<file path="config.mk">
export PLATFORM = sky130hd
export DESIGN_NAME = except_ctrl_flat
export DESIGN_NICKNAME = d
export VERILOG_FILES = /design/src/rtl/except_ctrl_pkg.sv /design/src/rtl/except_ctrl_if.sv /design/src/rtl/except_ctrl_cp0_timer.sv /design/src/rtl/except_ctrl.sv /design/src/flat_wrapper.sv
export SDC_FILE = /design/constraint.sdc
export NUM_CORES = 1
export LEC_CHECK = 0
export ABC_AREA = 1
export BUFFER_PORTS_ARGS = -buffer_cell sky130_fd_sc_hd__buf_2
export CORE_UTILIZATION = 38
export DETAILED_ROUTE_END_ITERATION = 8
export HOLD_SLACK_MARGIN = 0.15
export PLACE_DENSITY = 0.79
export SLEW_MARGIN = 20
export SYNTH_ARGS = -nofsm -noshare
export SYNTH_HDL_FRONTEND = slang
export SYNTH_SLANG_ARGS = --single-unit
export TNS_END_PERCENT = 10
</file>
<file path="constraint.sdc">
create_clock -name clk -period 1.3 [get_ports clk]
set_clock_uncertainty 0.05 [all_clocks]
set_input_delay 0.065 -clock clk [delete_from_list [all_inputs] [get_ports clk]]
set_output_delay 0.065 -clock clk [all_outputs]
set_load 0.01 [all_outputs]
</file>
<file path="src/rtl/except_ctrl_pkg.sv">
// Shared ExcCode constants, mem_exc flag positions and event decode for except_ctrl.
package except_ctrl_pkg;

  localparam logic [4:0] EXC_INT  = 5'h00;
  localparam logic [4:0] EXC_ADEL = 5'h04;
  localparam logic [4:0] EXC_ADES = 5'h05;
  localparam logic [4:0] EXC_SYS  = 5'h08;
  localparam logic [4:0] EXC_BP   = 5'h09;
  localparam logic [4:0] EXC_RI   = 5'h0A;
  localparam logic [4:0] EXC_OV   = 5'h0C;

  localparam int unsigned FLG_IF_ADEL  = 6;
  localparam int unsigned FLG_ID_RI    = 5;
  localparam int unsigned FLG_EX_OV    = 4;
  localparam int unsigned FLG_ID_SYS   = 3;
  localparam int unsigned FLG_ID_BP    = 2;
  localparam int unsigned FLG_MEM_ADEL = 1;
  localparam int unsigned FLG_MEM_ADES = 0;

  localparam logic [31:0] DEFAULT_EXC_VECTOR = 32'hBFC00380;

  typedef enum logic [1:0] {
    ST_IDLE,
    ST_COMMIT,
    ST_DRAIN
  } state_e;

  typedef struct packed {
    logic        exc;
    logic        eret;
    logic [4:0]  code;
    logic        bv_we;
    logic [31:0] bv;
  } event_t;

  // First match wins; ERET only survives when nothing else is pending.
  function automatic event_t pick_event(input logic        int_pend,
                                        input logic [6:0]  flags,
                                        input logic        eret,
                                        input logic [31:0] pc,
                                        input logic [31:0] badvaddr);
    event_t ev;
    ev     = '0;
    ev.exc = 1'b1;
    if (int_pend) begin
      ev.code = EXC_INT;
    end else if (flags[FLG_IF_ADEL]) begin
      ev.code  = EXC_ADEL;
      ev.bv_we = 1'b1;
      ev.bv    = pc;
    end else if (flags[FLG_ID_RI]) begin
      ev.code = EXC_RI;
    end else if (flags[FLG_EX_OV]) begin
      ev.code = EXC_OV;
    end else if (flags[FLG_ID_SYS]) begin
      ev.code = EXC_SYS;
    end else if (flags[FLG_ID_BP]) begin
      ev.code = EXC_BP;
    end else if (flags[FLG_MEM_ADEL]) begin
      ev.code  = EXC_ADEL;
      ev.bv_we = 1'b1;
      ev.bv    = badvaddr;
    end else if (flags[FLG_MEM_ADES]) begin
      ev.code  = EXC_ADES;
      ev.bv_we = 1'b1;
      ev.bv    = badvaddr;
    end else begin
      ev.exc  = 1'b0;
      ev.eret = eret;
    end
    return ev;
  endfunction

endpackage

</file>
<file path="src/rtl/except_ctrl_if.sv">
// Pipeline/CP0 signal bundle for except_ctrl; slave = sequencer side, master = pipeline/CP0 side.
interface except_ctrl_if;
  logic        stall;
  logic        mem_valid;
  logic [31:0] mem_pc;
  logic        mem_in_ds;
  logic [6:0]  mem_exc;
  logic        mem_eret;
  logic [31:0] mem_badvaddr;
  logic [5:0]  ext_int;
  logic        status_ie;
  logic        status_exl;
  logic [7:0]  status_im;
  logic [1:0]  cause_ip_sw;
  logic [31:0] cp0_epc;
  logic        cmp_we;
  logic [31:0] cmp_wdata;
  logic        cnt_we;
  logic [31:0] cnt_wdata;
  logic        exc_commit;
  logic [4:0]  exc_code;
  logic [31:0] exc_epc;
  logic        exc_bd;
  logic [31:0] exc_badvaddr;
  logic        exc_bv_we;
  logic        eret_commit;
  logic        flush;
  logic [31:0] new_pc;
  logic        timer_int;
  logic [31:0] count_o;

  modport slave (
    input  stall, mem_valid, mem_pc, mem_in_ds, mem_exc, mem_eret, mem_badvaddr,
    input  ext_int, status_ie, status_exl, status_im, cause_ip_sw, cp0_epc,
    input  cmp_we, cmp_wdata, cnt_we, cnt_wdata,
    output exc_commit, exc_code, exc_epc, exc_bd, exc_badvaddr, exc_bv_we,
    output eret_commit, flush, new_pc, timer_int, count_o
  );

  modport master (
    output stall, mem_valid, mem_pc, mem_in_ds, mem_exc, mem_eret, mem_badvaddr,
    output ext_int, status_ie, status_exl, status_im, cause_ip_sw, cp0_epc,
    output cmp_we, cmp_wdata, cnt_we, cnt_wdata,
    input  exc_commit, exc_code, exc_epc, exc_bd, exc_badvaddr, exc_bv_we,
    input  eret_commit, flush, new_pc, timer_int, count_o
  );
endinterface

</file>
<file path="src/rtl/except_ctrl_cp0_timer.sv">
// CP0 Count/Compare timer: Count advances every second cycle, timer_int latches on match until Compare is written.
module cp0_timer (
  input  logic        clk,
  input  logic        rst,
  input  logic        cnt_we_i,
  input  logic [31:0] cnt_wdata_i,
  input  logic        cmp_we_i,
  input  logic [31:0] cmp_wdata_i,
  output logic [31:0] count_o,
  output logic        timer_int_o
);
  logic [31:0] count_q, count_d, compare_q;
  logic        tog_q, tint_q, inc;

  always_comb begin
    inc     = 1'b0;
    count_d = count_q;
    if (cnt_we_i) begin
      count_d = cnt_wdata_i;
    end else if (tog_q) begin
      inc     = 1'b1;
      count_d = count_q + 32'd1;
    end
  end

  always_ff @(posedge clk) begin
    if (rst) begin
      count_q   <= '0;
      compare_q <= '0;
      tog_q     <= 1'b0;
      tint_q    <= 1'b0;
    end else begin
      count_q <= count_d;
      tog_q   <= cnt_we_i ? 1'b0 : ~tog_q;
      if (cmp_we_i) begin
        compare_q <= cmp_wdata_i;
        tint_q    <= 1'b0;
      end else if (inc && (count_d == compare_q)) begin
        tint_q <= 1'b1;
      end
    end
  end

  assign count_o     = count_q;
  assign timer_int_o = tint_q;
endmodule

</file>
<file path="src/rtl/except_ctrl.sv">
// Exception/interrupt sequencer: one registered CP0 commit + flush per event, then a drain window.
// Macro EXCEPT_TIMER_EN includes the internal Count/Compare timer (cp0_timer).
module except_ctrl
  import except_ctrl_pkg::*;
#(
  parameter logic [31:0] EXC_VECTOR   = DEFAULT_EXC_VECTOR,
  parameter int unsigned DRAIN_CYCLES = 2
) (
  input  logic        clk,
  input  logic        rst,
  except_ctrl_if.slave bus
);
  state_e      state_q;
  logic [2:0]  drain_q;
  logic        exc_commit_q, eret_commit_q, flush_q, exc_bd_q, exc_bv_we_q;
  logic [4:0]  exc_code_q;
  logic [31:0] exc_epc_q, exc_badvaddr_q, new_pc_q;
  logic        timer_int;
  logic [31:0] count_val;
  logic        int_pend, take;
  event_t      ev;

`ifdef EXCEPT_TIMER_EN
  cp0_timer u_timer (
    .clk         (clk),
    .rst         (rst),
    .cnt_we_i    (bus.cnt_we),
    .cnt_wdata_i (bus.cnt_wdata),
    .cmp_we_i    (bus.cmp_we),
    .cmp_wdata_i (bus.cmp_wdata),
    .count_o     (count_val),
    .timer_int_o (timer_int)
  );
`else
  logic unused_timer_in;
  assign unused_timer_in = ^{bus.cnt_we, bus.cnt_wdata, bus.cmp_we, bus.cmp_wdata};
  assign timer_int       = 1'b0;
  assign count_val       = '0;
`endif

  assign int_pend = (|({bus.ext_int[5] | timer_int, bus.ext_int[4:0], bus.cause_ip_sw}
                       & bus.status_im)) & bus.status_ie & ~bus.status_exl;
  assign ev   = pick_event(int_pend, bus.mem_exc, bus.mem_eret, bus.mem_pc, bus.mem_badvaddr);
  assign take = bus.mem_valid & ~bus.stall & (ev.exc | ev.eret);

  always_ff @(posedge clk) begin
    if (rst) begin
      state_q        <= ST_IDLE;
      drain_q        <= '0;
      exc_commit_q   <= 1'b0;
      eret_commit_q  <= 1'b0;
      flush_q        <= 1'b0;
      exc_bv_we_q    <= 1'b0;
      exc_bd_q       <= 1'b0;
      exc_code_q     <= '0;
      exc_epc_q      <= '0;
      exc_badvaddr_q <= '0;
      new_pc_q       <= '0;
    end else begin
      exc_commit_q  <= 1'b0;
      eret_commit_q <= 1'b0;
      flush_q       <= 1'b0;
      exc_bv_we_q   <= 1'b0;
      unique case (state_q)
        ST_IDLE: begin
          if (take) begin
            state_q <= ST_COMMIT;
            flush_q <= 1'b1;
            // ERET leaves the exception fields untouched; only the redirect changes.
            if (ev.exc) begin
              exc_commit_q <= 1'b1;
              exc_code_q   <= ev.code;
              exc_epc_q    <= bus.mem_in_ds ? bus.mem_pc - 32'd4 : bus.mem_pc;
              exc_bd_q     <= bus.mem_in_ds;
              exc_bv_we_q  <= ev.bv_we;
              if (ev.bv_we) exc_badvaddr_q <= ev.bv;
              new_pc_q     <= EXC_VECTOR;
            end else begin
              eret_commit_q <= 1'b1;
              new_pc_q      <= bus.cp0_epc;
            end
          end
        end
        ST_COMMIT: begin
          state_q <= ST_DRAIN;
          drain_q <= 3'(DRAIN_CYCLES - 1);
        end
        ST_DRAIN: begin
          if (drain_q == '0) state_q <= ST_IDLE;
          else               drain_q <= drain_q - 3'd1;
        end
        default: state_q <= ST_IDLE;
      endcase
    end
  end

  assign bus.exc_commit   = exc_commit_q;
  assign bus.eret_commit  = eret_commit_q;
  assign bus.flush        = flush_q;
  assign bus.exc_code     = exc_code_q;
  assign bus.exc_epc      = exc_epc_q;
  assign bus.exc_bd       = exc_bd_q;
  assign bus.exc_badvaddr = exc_badvaddr_q;
  assign bus.exc_bv_we    = exc_bv_we_q;
  assign bus.new_pc       = new_pc_q;
  assign bus.timer_int    = timer_int;
  assign bus.count_o      = count_val;
endmodule

</file>
<file path="src/flat_wrapper.sv">
// flat-port wrapper written by rule: the top's interface ports become plain ports
module except_ctrl_flat import except_ctrl_pkg::*;
#(
  parameter logic [31:0] EXC_VECTOR   = DEFAULT_EXC_VECTOR,
  parameter int unsigned DRAIN_CYCLES = 2
)
  (clk, rst, bus_stall, bus_mem_valid, bus_mem_pc, bus_mem_in_ds, bus_mem_exc, bus_mem_eret, bus_mem_badvaddr, bus_ext_int, bus_status_ie, bus_status_exl, bus_status_im, bus_cause_ip_sw, bus_cp0_epc, bus_cmp_we, bus_cmp_wdata, bus_cnt_we, bus_cnt_wdata, bus_exc_commit, bus_exc_code, bus_exc_epc, bus_exc_bd, bus_exc_badvaddr, bus_exc_bv_we, bus_eret_commit, bus_flush, bus_new_pc, bus_timer_int, bus_count_o);
  except_ctrl_if bus_i ();
  input  logic clk;
  input  logic rst;
  input wire logic [$bits(bus_i.stall)-1:0] bus_stall;
  input wire logic [$bits(bus_i.mem_valid)-1:0] bus_mem_valid;
  input wire logic [$bits(bus_i.mem_pc)-1:0] bus_mem_pc;
  input wire logic [$bits(bus_i.mem_in_ds)-1:0] bus_mem_in_ds;
  input wire logic [$bits(bus_i.mem_exc)-1:0] bus_mem_exc;
  input wire logic [$bits(bus_i.mem_eret)-1:0] bus_mem_eret;
  input wire logic [$bits(bus_i.mem_badvaddr)-1:0] bus_mem_badvaddr;
  input wire logic [$bits(bus_i.ext_int)-1:0] bus_ext_int;
  input wire logic [$bits(bus_i.status_ie)-1:0] bus_status_ie;
  input wire logic [$bits(bus_i.status_exl)-1:0] bus_status_exl;
  input wire logic [$bits(bus_i.status_im)-1:0] bus_status_im;
  input wire logic [$bits(bus_i.cause_ip_sw)-1:0] bus_cause_ip_sw;
  input wire logic [$bits(bus_i.cp0_epc)-1:0] bus_cp0_epc;
  input wire logic [$bits(bus_i.cmp_we)-1:0] bus_cmp_we;
  input wire logic [$bits(bus_i.cmp_wdata)-1:0] bus_cmp_wdata;
  input wire logic [$bits(bus_i.cnt_we)-1:0] bus_cnt_we;
  input wire logic [$bits(bus_i.cnt_wdata)-1:0] bus_cnt_wdata;
  output wire logic [$bits(bus_i.exc_commit)-1:0] bus_exc_commit;
  output wire logic [$bits(bus_i.exc_code)-1:0] bus_exc_code;
  output wire logic [$bits(bus_i.exc_epc)-1:0] bus_exc_epc;
  output wire logic [$bits(bus_i.exc_bd)-1:0] bus_exc_bd;
  output wire logic [$bits(bus_i.exc_badvaddr)-1:0] bus_exc_badvaddr;
  output wire logic [$bits(bus_i.exc_bv_we)-1:0] bus_exc_bv_we;
  output wire logic [$bits(bus_i.eret_commit)-1:0] bus_eret_commit;
  output wire logic [$bits(bus_i.flush)-1:0] bus_flush;
  output wire logic [$bits(bus_i.new_pc)-1:0] bus_new_pc;
  output wire logic [$bits(bus_i.timer_int)-1:0] bus_timer_int;
  output wire logic [$bits(bus_i.count_o)-1:0] bus_count_o;
  assign bus_i.stall = bus_stall;
  assign bus_i.mem_valid = bus_mem_valid;
  assign bus_i.mem_pc = bus_mem_pc;
  assign bus_i.mem_in_ds = bus_mem_in_ds;
  assign bus_i.mem_exc = bus_mem_exc;
  assign bus_i.mem_eret = bus_mem_eret;
  assign bus_i.mem_badvaddr = bus_mem_badvaddr;
  assign bus_i.ext_int = bus_ext_int;
  assign bus_i.status_ie = bus_status_ie;
  assign bus_i.status_exl = bus_status_exl;
  assign bus_i.status_im = bus_status_im;
  assign bus_i.cause_ip_sw = bus_cause_ip_sw;
  assign bus_i.cp0_epc = bus_cp0_epc;
  assign bus_i.cmp_we = bus_cmp_we;
  assign bus_i.cmp_wdata = bus_cmp_wdata;
  assign bus_i.cnt_we = bus_cnt_we;
  assign bus_i.cnt_wdata = bus_cnt_wdata;
  assign bus_exc_commit = bus_i.exc_commit;
  assign bus_exc_code = bus_i.exc_code;
  assign bus_exc_epc = bus_i.exc_epc;
  assign bus_exc_bd = bus_i.exc_bd;
  assign bus_exc_badvaddr = bus_i.exc_badvaddr;
  assign bus_exc_bv_we = bus_i.exc_bv_we;
  assign bus_eret_commit = bus_i.eret_commit;
  assign bus_flush = bus_i.flush;
  assign bus_new_pc = bus_i.new_pc;
  assign bus_timer_int = bus_i.timer_int;
  assign bus_count_o = bus_i.count_o;
  except_ctrl #(.EXC_VECTOR(EXC_VECTOR), .DRAIN_CYCLES(DRAIN_CYCLES)) u_core (.clk(clk), .rst(rst), .bus(bus_i));
endmodule
</file>
Yosys cells after proc, flatten, opt, wreduce, memory -nomap -nowiden
Index checks and enable logic that the tools add are counted.
- register bits: 111
- bits of input ports: 193
- output and inout port bits: 139
- add/sub/neg operators: 2
- equality and inequality tests: 5
- muxes and demuxes: 31
- bitwise gates (word level): 11
- reductions and logical operators: 12
- operator list (cell ; count):
    $mux 33 ; 5
    $mux 38 ; 2
    $mux 32 ; 2
    $mux 36 ; 1
    $sub 32x3->32 const B ; 1
    $mux 5 ; 5
    $mux 2 ; 10
    $and 8x8->8 ; 1
    $reduce_or 8->1 ; 1
    $pmux 2 s3 ; 1
    $pmux 3 s2 ; 1
    $reduce_and 2->1 ; 3
    $not 1->1 ; 5
    $and 1x1->1 ; 4
    $ne 2x1->1 const B ; 2
    $reduce_and 4->1 ; 1
    $reduce_or 4->1 ; 1
    $logic_not 3->1 ; 1
    $mux 1 ; 3
    $mux 3 ; 1
    $reduce_and 3->1 ; 1
    $reduce_or 3->1 ; 1
    $sub 3x1->3 const B ; 1
    $eq 2x1->1 const B ; 1
    6 further kinds ; 6

Longest topological paths before layout
Gate-level depths: netlist of the first run.
- word-level depth: 12
- gate-level depth with buffers: 14
- mapped depth without buffers: 14

Least setup slack after synthesis of the first run
Ideal clock, no wire load.
- path type: reg2reg
- from: reg u_core.state_q[0]
- to: reg u_core.new_pc_q[26] (netlist: u_core.bus.new_pc[26])
- arrival time: 1182 ps
- path slack: -64 ps
- stages on the path, launching flop included: 8
- clock period less this slack: 1364 ps
- cells stage by stage: dfxtp_1 inv_2 nand4_2 inv_2 nand2_2 buf_2 o21ai_0 a21oi_1
- cells in the longest elaborated chain, start to end: 2
- RTL lines (element ; line ; RTL):
    start, declared ; except_ctrl.sv:13 ; state_e state_q;
    start signal, assigned ; except_ctrl.sv:48 ; state_q <= ST_IDLE;
    start signal, assigned ; except_ctrl.sv:67 ; state_q <= ST_COMMIT;
    start signal, assigned ; except_ctrl.sv:85 ; state_q <= ST_DRAIN;
    $logic_not 2->1 ; except_ctrl.sv:64 ; unique case (state_q)
    $reduce_and 2->1 (no line) ; -- ;
    end signal, assigned ; except_ctrl.sv:80 ; new_pc_q <= bus.cp0_epc;
    end, declared ; except_ctrl.sv:17 ; logic [31:0] exc_epc_q, exc_badvaddr_q, new_pc_q;
No other way between the ends.
A chain may end at the register's enable or synchronous reset.

Worst setup path after layout of the first run
- from: reg u_core.state_q[1]
- to: reg u_core.exc_epc_q[10] (netlist: u_core.bus.exc_epc[10])
- cells in the longest elaborated chain, start to end: 2
- RTL lines (element ; line ; RTL):
    $logic_not 2->1 ; except_ctrl.sv:64 ;
    $reduce_and 3->1 (no line) ; -- ;
    end signal, assigned ; except_ctrl.sv:73 ; exc_epc_q <= bus.mem_in_ds ? bus.mem_pc - 32'd4 : bus.mem_pc;
    end, declared ; except_ctrl.sv:17 ;
No other way between the ends.

==> metrics.cfg, run 1 <==
[run_status]
status=finished with violations
violations=negative setup slack

[route]
num_vias=7417
drc_errors=0
drt_first_pass_iters=5
drtIter0Drc=581
vias_per_cell=4.80
wirelength_mm=22.2
ant_nets=0
wire_per_inst_um=14.3

[synth]
yosysUniqueCellTypes=34
synth_ff_type=dfxtp_1
synth-seq-area-share_pct=36.1
synth_edf_count=0
syn_avg_cell_area_um2=6.41
synth-async-reset-ratio_pct=0
ys_seq_elements=110
synth.cell_area_mm2=0.00611
ys.warnings.count=0
synthCells=953

[clocking]
insertion_delay_ps=360
clk_pin_slew_ps=80
cts_buffers=9
cts_sinks=110
htree_levels=3
cts_root_buf=clkbuf_16
clockBufferDepth=2
tritoncts=built

[cells_and_area]
design_area_mm2=0.00934
nFillCells=1382
nets=1525
final_cell_count_no_fill=1546
area_growth_pct=53.0
drive_above_1_share_pct=29.0

[global_routing]
grt_max_degree=70
grt_overflow=0
grt_pass1_wl_mm=33.9
grt_usage_pct=26.2
grt_pass1_vias=7181
antenna_found_initial=1

[setup_path]
r2r_cells=9
path_class=flop to flop
cp-start-kind=flop
crit_path_end_kind=flop
arrival_ps=1630
r2r_end=u_core.bus.exc_epc[10]
cpMostUsedCell=nand2_1
crit_chain=inv_2, nand4_4, buf_6, a21oi_4, buf_12, clkbuf_16, nand2_1, nand2_1, nor2_1
required_ps=1510
reg2reg_from=u_core.state_q[1]
worst_path_largest_cell_delay_ps=330
r2r_slack_ps=-120
crit_slowest_cell=dfxtp_2
path_max_fanout=6

[placement]
postPlaceCellArea_mm2=0.00783
dp_hpwl_mm=14.6
place_ws_ps=-187
place.gp.congestion=0.899
io_buffers=231
dp.cells=1422

[die]
initial_core_util_pct=39.6
die_h_um=129
die-area_mm2=0.0166
die_x_um=129
rows=45
pin_count=332
core_mm2=0.0154

[timing]
setup_ws_ps=-116
report.final.slew_viol_count=0
setup_viol=65
hold_viol_final=0
grt_setup_unrepaired=true
fin_crit_sh_pct=109
min_period_ps=1420
fmax_mhz=706

[flow_run]
max_cap_viol_count=0

[hold_path]
whs_path_depth=5
hold_start=bus_mem_in_ds
hold_path_end=u_core.bus.exc_epc[2]
hp-class=input pin to flop

[pwr]
power_density_mw_per_mm2=905
vdd_ir_drop_max_mv=0.925
leakagePower_nw=4.93

[worst max-delay path: cells and delay by family (launching register included)]
| family | cells | cell delay [ps] |
|---|---|---|
| buffers and inverters | 4 | 520 |
| flip-flops | 1 | 330 |
| AND/OR/NAND/NOR | 4 | 280 |
| AO/OA/AOI/OAI | 1 | 130 |
[flip-flops by register name (all words and copies together), names as in the netlist]
signal                   flops
u_core.bus.exc_bv_we         1
u_core.drain_q               3
u_core.bus.exc_epc          32
u_core.bus.exc_bd            1
u_core.bus.exc_badvaddr     32
u_core.bus.exc_commit        1
u_core.state_q               2
u_core.bus.new_pc           32
u_core.bus.exc_code          4
u_core.bus.flush             1
u_core.bus.eret_commit       1
[cell type report]
cell class	instances	area [um^2]	share of cell area, %
sequential	110	2200	23.6
timing repair buffer	407	2940	31.4
clock inverter	6	61.3	0.656
multi-input combinational	688	3200	34.3
tap	211	264	2.83
antenna	1	2.50	0.0268
inverter	113	430	4.61
clock buffer	10	239	2.56
[synthesized netlist by cell type (2+ instances only)]
cell type	instances	area, um^2
a21oi_1	12	60.1
a31oi_1	5	31.3
buf_1	3	11.3
buf_2	14	70.1
buf_4	39	293
buf_6	4	45.0
clkbuf_1	15	56.3
dfxtp_1	110	2200
ha_1	3	37.5
inv_1	105	394
inv_2	7	26.3
nand2_1	279	1050
nand2_2	4	25.0
nand2_4	2	22.5
nand3_1	49	245
nand4_1	13	81.3
nand4_4	2	42.5
nor2_1	180	676
nor2_4	5	56.3
o21ai_0	29	145
o21ai_1	4	20.0
o21ai_2	21	184
o22ai_1	28	175
xor2_1	10	87.6
[layer usage]
layer / track usage (%) / wire, um
met2: 45.5 / 10500
met3: 5.86 / 1800
met5: 0 / 0
met1: 29.7 / 8810
met4: 14.8 / 1040
[layout by cell type (no fill, tap or decap), drive strengths merged]
cell	instances
o22ai	28
xor2	10
ha	3
dlygate4sd3	100
o21ai	54
a21oi	13
o21bai	1
nand4	16
nor2	186
a31oi	5
buf	303
and2	1
o221ai	1
nand3	49
dlymetal6s4s	1
clkinv	2
clkbuf	13
dfxtp	110
diode	1
inv	116
nor3	2
conb	34
clkinvlp	1
nand2	285
[power breakdown]
group          internal, mW  total, mW  switching, mW
Sequential             3.55       3.64         0.0915
Clock                  1.41       2.83           1.42
Combinational         0.912       1.99           1.07
[timing repair]
action	in CTS	in global routing
cloned	1	4
endpoints found under the setup margin	87	100
pin swaps	0	9
gates resized for setup	3	28
hold endpoints to repair	98	0
buffers inserted	1	1
hold buffers	101	0
[stage by stage]
| step | total power [mW] | TNS [ps] | hold slack (ps) | util (%) |
|---|---|---|---|---|
| finish | 8.45 | -3360 | 177 | 60.6 |
| global route | 8.83 | -11670 | 195 | 60.6 |
| CTS | 8.39 | -3150 | 151 | 59.6 |
| detailed placement | 5.32 | -6660 | 253 | 50.7 |
| global placement | 5.29 | -4110 | 250 | 50.7 |
| floorplan | 4.63 | -22.4 | 84.4 | - |
[worst max-delay path by stage]
| stage | start | end | slack [ps] |
|---|---|---|---|
| 6_report | u_core.state_q[1] | u_core.bus.exc_epc[10] | -120 |
| 5_1_grt | u_core.state_q[1] | u_core.bus.exc_epc[28] | -200 |
| 4_1_cts | u_core.state_q[0] | u_core.bus.exc_epc[16] | -80 |
| 3_5_place_dp | bus_mem_pc[2] | u_core.bus.exc_epc[10] | -190 |
| 3_3_place_gp | bus_mem_pc[2] | u_core.bus.exc_epc[24] | -140 |
| 2_1_floorplan | u_core.state_q[0] | u_core.bus.exc_badvaddr[10] | -0.8 |
[cells by family (layout without fill, tap and decap cells)]
group	count (synthesis)	after routing	share of synthesized area [%]
AOI/OAI and AO/OA	102	102	10.5
xor gates and xnor gates	10	10	1.43
adders and majority gates	3	3	0.615
buffers and inverters	188	536	14.7
DFF	110	110	36.1
other	1	35	0.0614
and+or+nand+nor	539	539	36.6
Power figures use the tool's default switching activity.
==> run 2: changes to the inputs <==
--- a/config.mk
+++ b/config.mk
@@ -7,6 +7,7 @@
 export LEC_CHECK = 0
 export ABC_AREA = 1
 export BUFFER_PORTS_ARGS = -buffer_cell sky130_fd_sc_hd__buf_2
+export CORE_MARGIN = 5
 export CORE_UTILIZATION = 38
 export DETAILED_ROUTE_END_ITERATION = 8
 export HOLD_SLACK_MARGIN = 0.15
==> constraint.sdc (replaced) <==
create_clock -name clk -period 1.3 [get_ports clk]
set_clock_uncertainty 0.05 [all_clocks]
set_input_delay 0.39 -clock clk [delete_from_list [all_inputs] [get_ports clk]]
set_output_delay 0.39 -clock clk [all_outputs]
set_load 0.01 [all_outputs]
==> metrics.cfg, run 2 (synthesized netlist as in run 1, its figures left out) <==
[setup_path]
cp-start-kind=input pin  ; was flop
worst_path_largest_cell_delay_ps=190  ; was 330 ps
required_ps=1510  ; about the same
crit_chain=buf_2, nor2_4, buf_6, nand4_4, buf_6, nand4_4, buf_12, clkbuf_16, nand2_1, nand2_1, nor2_1  ; was inv_2, nand4_4, buf_6, a21oi_4, buf_12, clkbuf_16, nand2_1, nand2_1, nor2_1
crit_slowest_cell=clkbuf_16  ; was dfxtp_2
path_class=input pin to flop  ; was flop to flop
crit_path_end_kind=flop  ; unchanged
path_max_fanout=16  ; was 6
arrival_ps=1610  ; was 1630 ps

[pwr]
pwr-share-comb_pct=23.3  ; was 23.5%
power_density_mw_per_mm2=922  ; was 905 mW/mm^2
clkPwrFrac_pct=33.3  ; was 33.4%
leakagePower_nw=4.76  ; was 4.93 nW
switchingPower_mw=2.64  ; was 2.59 mW
p_int_mw=5.82  ; was 5.87 mW
p_seq_share_pct=43.4  ; was 43.1%
vdd_ir_drop_max_mv=0.591  ; was 0.925 mV
switching_share_pct=31.2  ; was 30.6%

[placement]
dp_hpwl_mm=15.9  ; was 14.6 mm
place.gp.congestion=0.943  ; was 0.899
place_ws_ps=-427  ; was -187 ps
io_buffers=231  ; unchanged
dp.cells=1446  ; was 1422

[cells_and_area]
layout_commonest_cell=nand2_1  ; unchanged
final_cell_count_no_fill=1481  ; was 1546
nets=1455  ; was 1525
drive_above_1_share_pct=41.7  ; was 29.0%
final_cell_mix=254 x nand2_1, 201 x buf_2, 154 x nor2_1  ; was 273 x nand2_1, 231 x buf_2, 172 x nor2_1
area_growth_pct=50.2  ; was 53.0%

[timing]
grt_setup_unrepaired=true  ; unchanged
report.final.slew_viol_count=0  ; unchanged
hold_viol_final=0  ; unchanged
fmax_mhz=711  ; was 706 MHz
tns_ps=-5680  ; was -3360 ps
fin_crit_sh_pct=108  ; was 109%
whs_ps=209  ; was 177 ps
setup_viol=97  ; was 65
min_period_ps=1410  ; was 1420 ps
setup_ws_ps=-106  ; was -116 ps

[hold_path]
hp-class=input pin to flop  ; unchanged

[die]
die_h_um=137  ; was 129 um
die-area_mm2=0.0187  ; was 0.0166 mm^2
core_mm2=0.0158  ; was 0.0154 mm^2
rows=46  ; was 45
die_x_um=137  ; was 129 um
initial_core_util_pct=38.6  ; was 39.6%
pin_count=332  ; unchanged

[route]
wire_per_inst_um=14.8  ; was 14.3 um
num_vias=6906  ; was 7417
drt_first_pass_iters=6  ; was 5
wirelength_mm=22.0  ; was 22.2 mm
drtIter0Drc=437  ; was 581
drc_errors=0  ; unchanged
ant_nets=0  ; unchanged
vias_per_cell=4.66  ; was 4.80

[clocking]
htree_levels=3  ; unchanged
clockBufferDepth=2  ; unchanged
cts_buffers=9  ; unchanged
cts_hold_buffers=0  ; was 101
cts_sinks=110  ; unchanged
cts_root_buf=clkbuf_16  ; unchanged
tritoncts=built  ; unchanged
insertion_delay_ps=360  ; about the same
clk_pin_slew_ps=80  ; about the same

[run_status]
violations=negative setup slack  ; unchanged
status=finished with violations  ; unchanged

[global_routing]
grt_max_degree=65  ; was 70
grt_usage_pct=21.3  ; was 26.2%
grt_pass1_wl_mm=31.6  ; was 33.9 mm
antenna_found_initial=1  ; unchanged
grt_pass1_vias=6416  ; was 7181
grt_overflow=0  ; unchanged

[flow_run]
max_cap_viol_count=0  ; unchanged

-- run 2: changes by cell type in the layout (fill, tap and decap cells not counted), sizes merged --
cell / previous run / this run
buf: 303 / 331
dlymetal6s4s: 1 / 0
clkbuf: 13 / 15
inv: 116 / 115
clkinv: 2 / 4
dlygate4sd3: 100 / 0
-- run 2: layer usage --
layer | up-vias | track usage, % | part of all wire [%]
met3 | 39 | 5.48 | 8.5
met5 | - | 0 | 0
met2 | 272 | 34.4 | 47
li1 | 3502 | - | -
met4 | 0 | 7.21 | 2.9
met1 | 3093 | 27.7 | 41
-- run 2: what timing repair did --
action | CTS | global route
gates cloned | 0 | 9
pin swaps | 2 | 16
setup endpoints to repair | 111 | 183
gates resized for setup | 20 | 165
setup buffers | 1 | 8
-- run 2: worst paths after layout --
kind | start | endpoint | slack (ps) | cells past startpoint
worst max-delay path | bus_mem_exc[5] | u_core.bus.exc_badvaddr[8] | -110 | 11
worst min-delay path | bus_cp0_epc[11] | u_core.bus.new_pc[11] | 210 | 3
worst min register to register | u_core.bus.exc_epc[18] | u_core.bus.exc_epc[18] | 420 | 2
worst max register to register | u_core.state_q[1] | u_core.bus.exc_epc[22] | -110 | 9
-- run 2: power groups by stage --
| stage | clock network [mW] | logic (mW) | registers, mW |
|---|---|---|---|
| floorplan | 0 | 0.868 | 3.80 |
| global placement | 0 | 1.67 | 3.71 |
| detailed placement | 0 | 1.69 | 3.72 |
| CTS | 2.89 | 1.71 | 3.64 |
| global route | 3.03 | 2.16 | 3.69 |
| finish | 2.82 | 1.97 | 3.67 |
-- run 2: per-stage QoR --
| step | util (%) | cell area, um^2 | total power [mW] |
|---|---|---|---|
| CTS | 53.5 | 8470 | 8.25 |
| global placement | 51.2 | 8110 | 5.38 |
| detailed placement | 51.2 | 8110 | 5.41 |
| finish | 58.0 | 9180 | 8.46 |
| global route | 58.0 | 9180 | 8.88 |
| floorplan | - | 6360 | 4.66 |
-- run 2: cell type report --
| cell class | count | area [um^2] |
|---|---|---|
| antenna | 1 | 2.50 |
| clock buffer | 9 | 225 |
| clock inverter | 7 | 77.6 |
| fill | 1473 | 6650 |
| inverter | 113 | 450 |
| multi-input combinational | 688 | 3430 |
| sequential | 110 | 2280 |
| tap | 216 | 270 |
| timing repair buffer | 337 | 2430 |
-- run 2: worst max-delay path: cells and delay by family --
family | cells | cell delay, ps
and+or+nand+nor | 6 | 490
buffers and inverters | 5 | 710
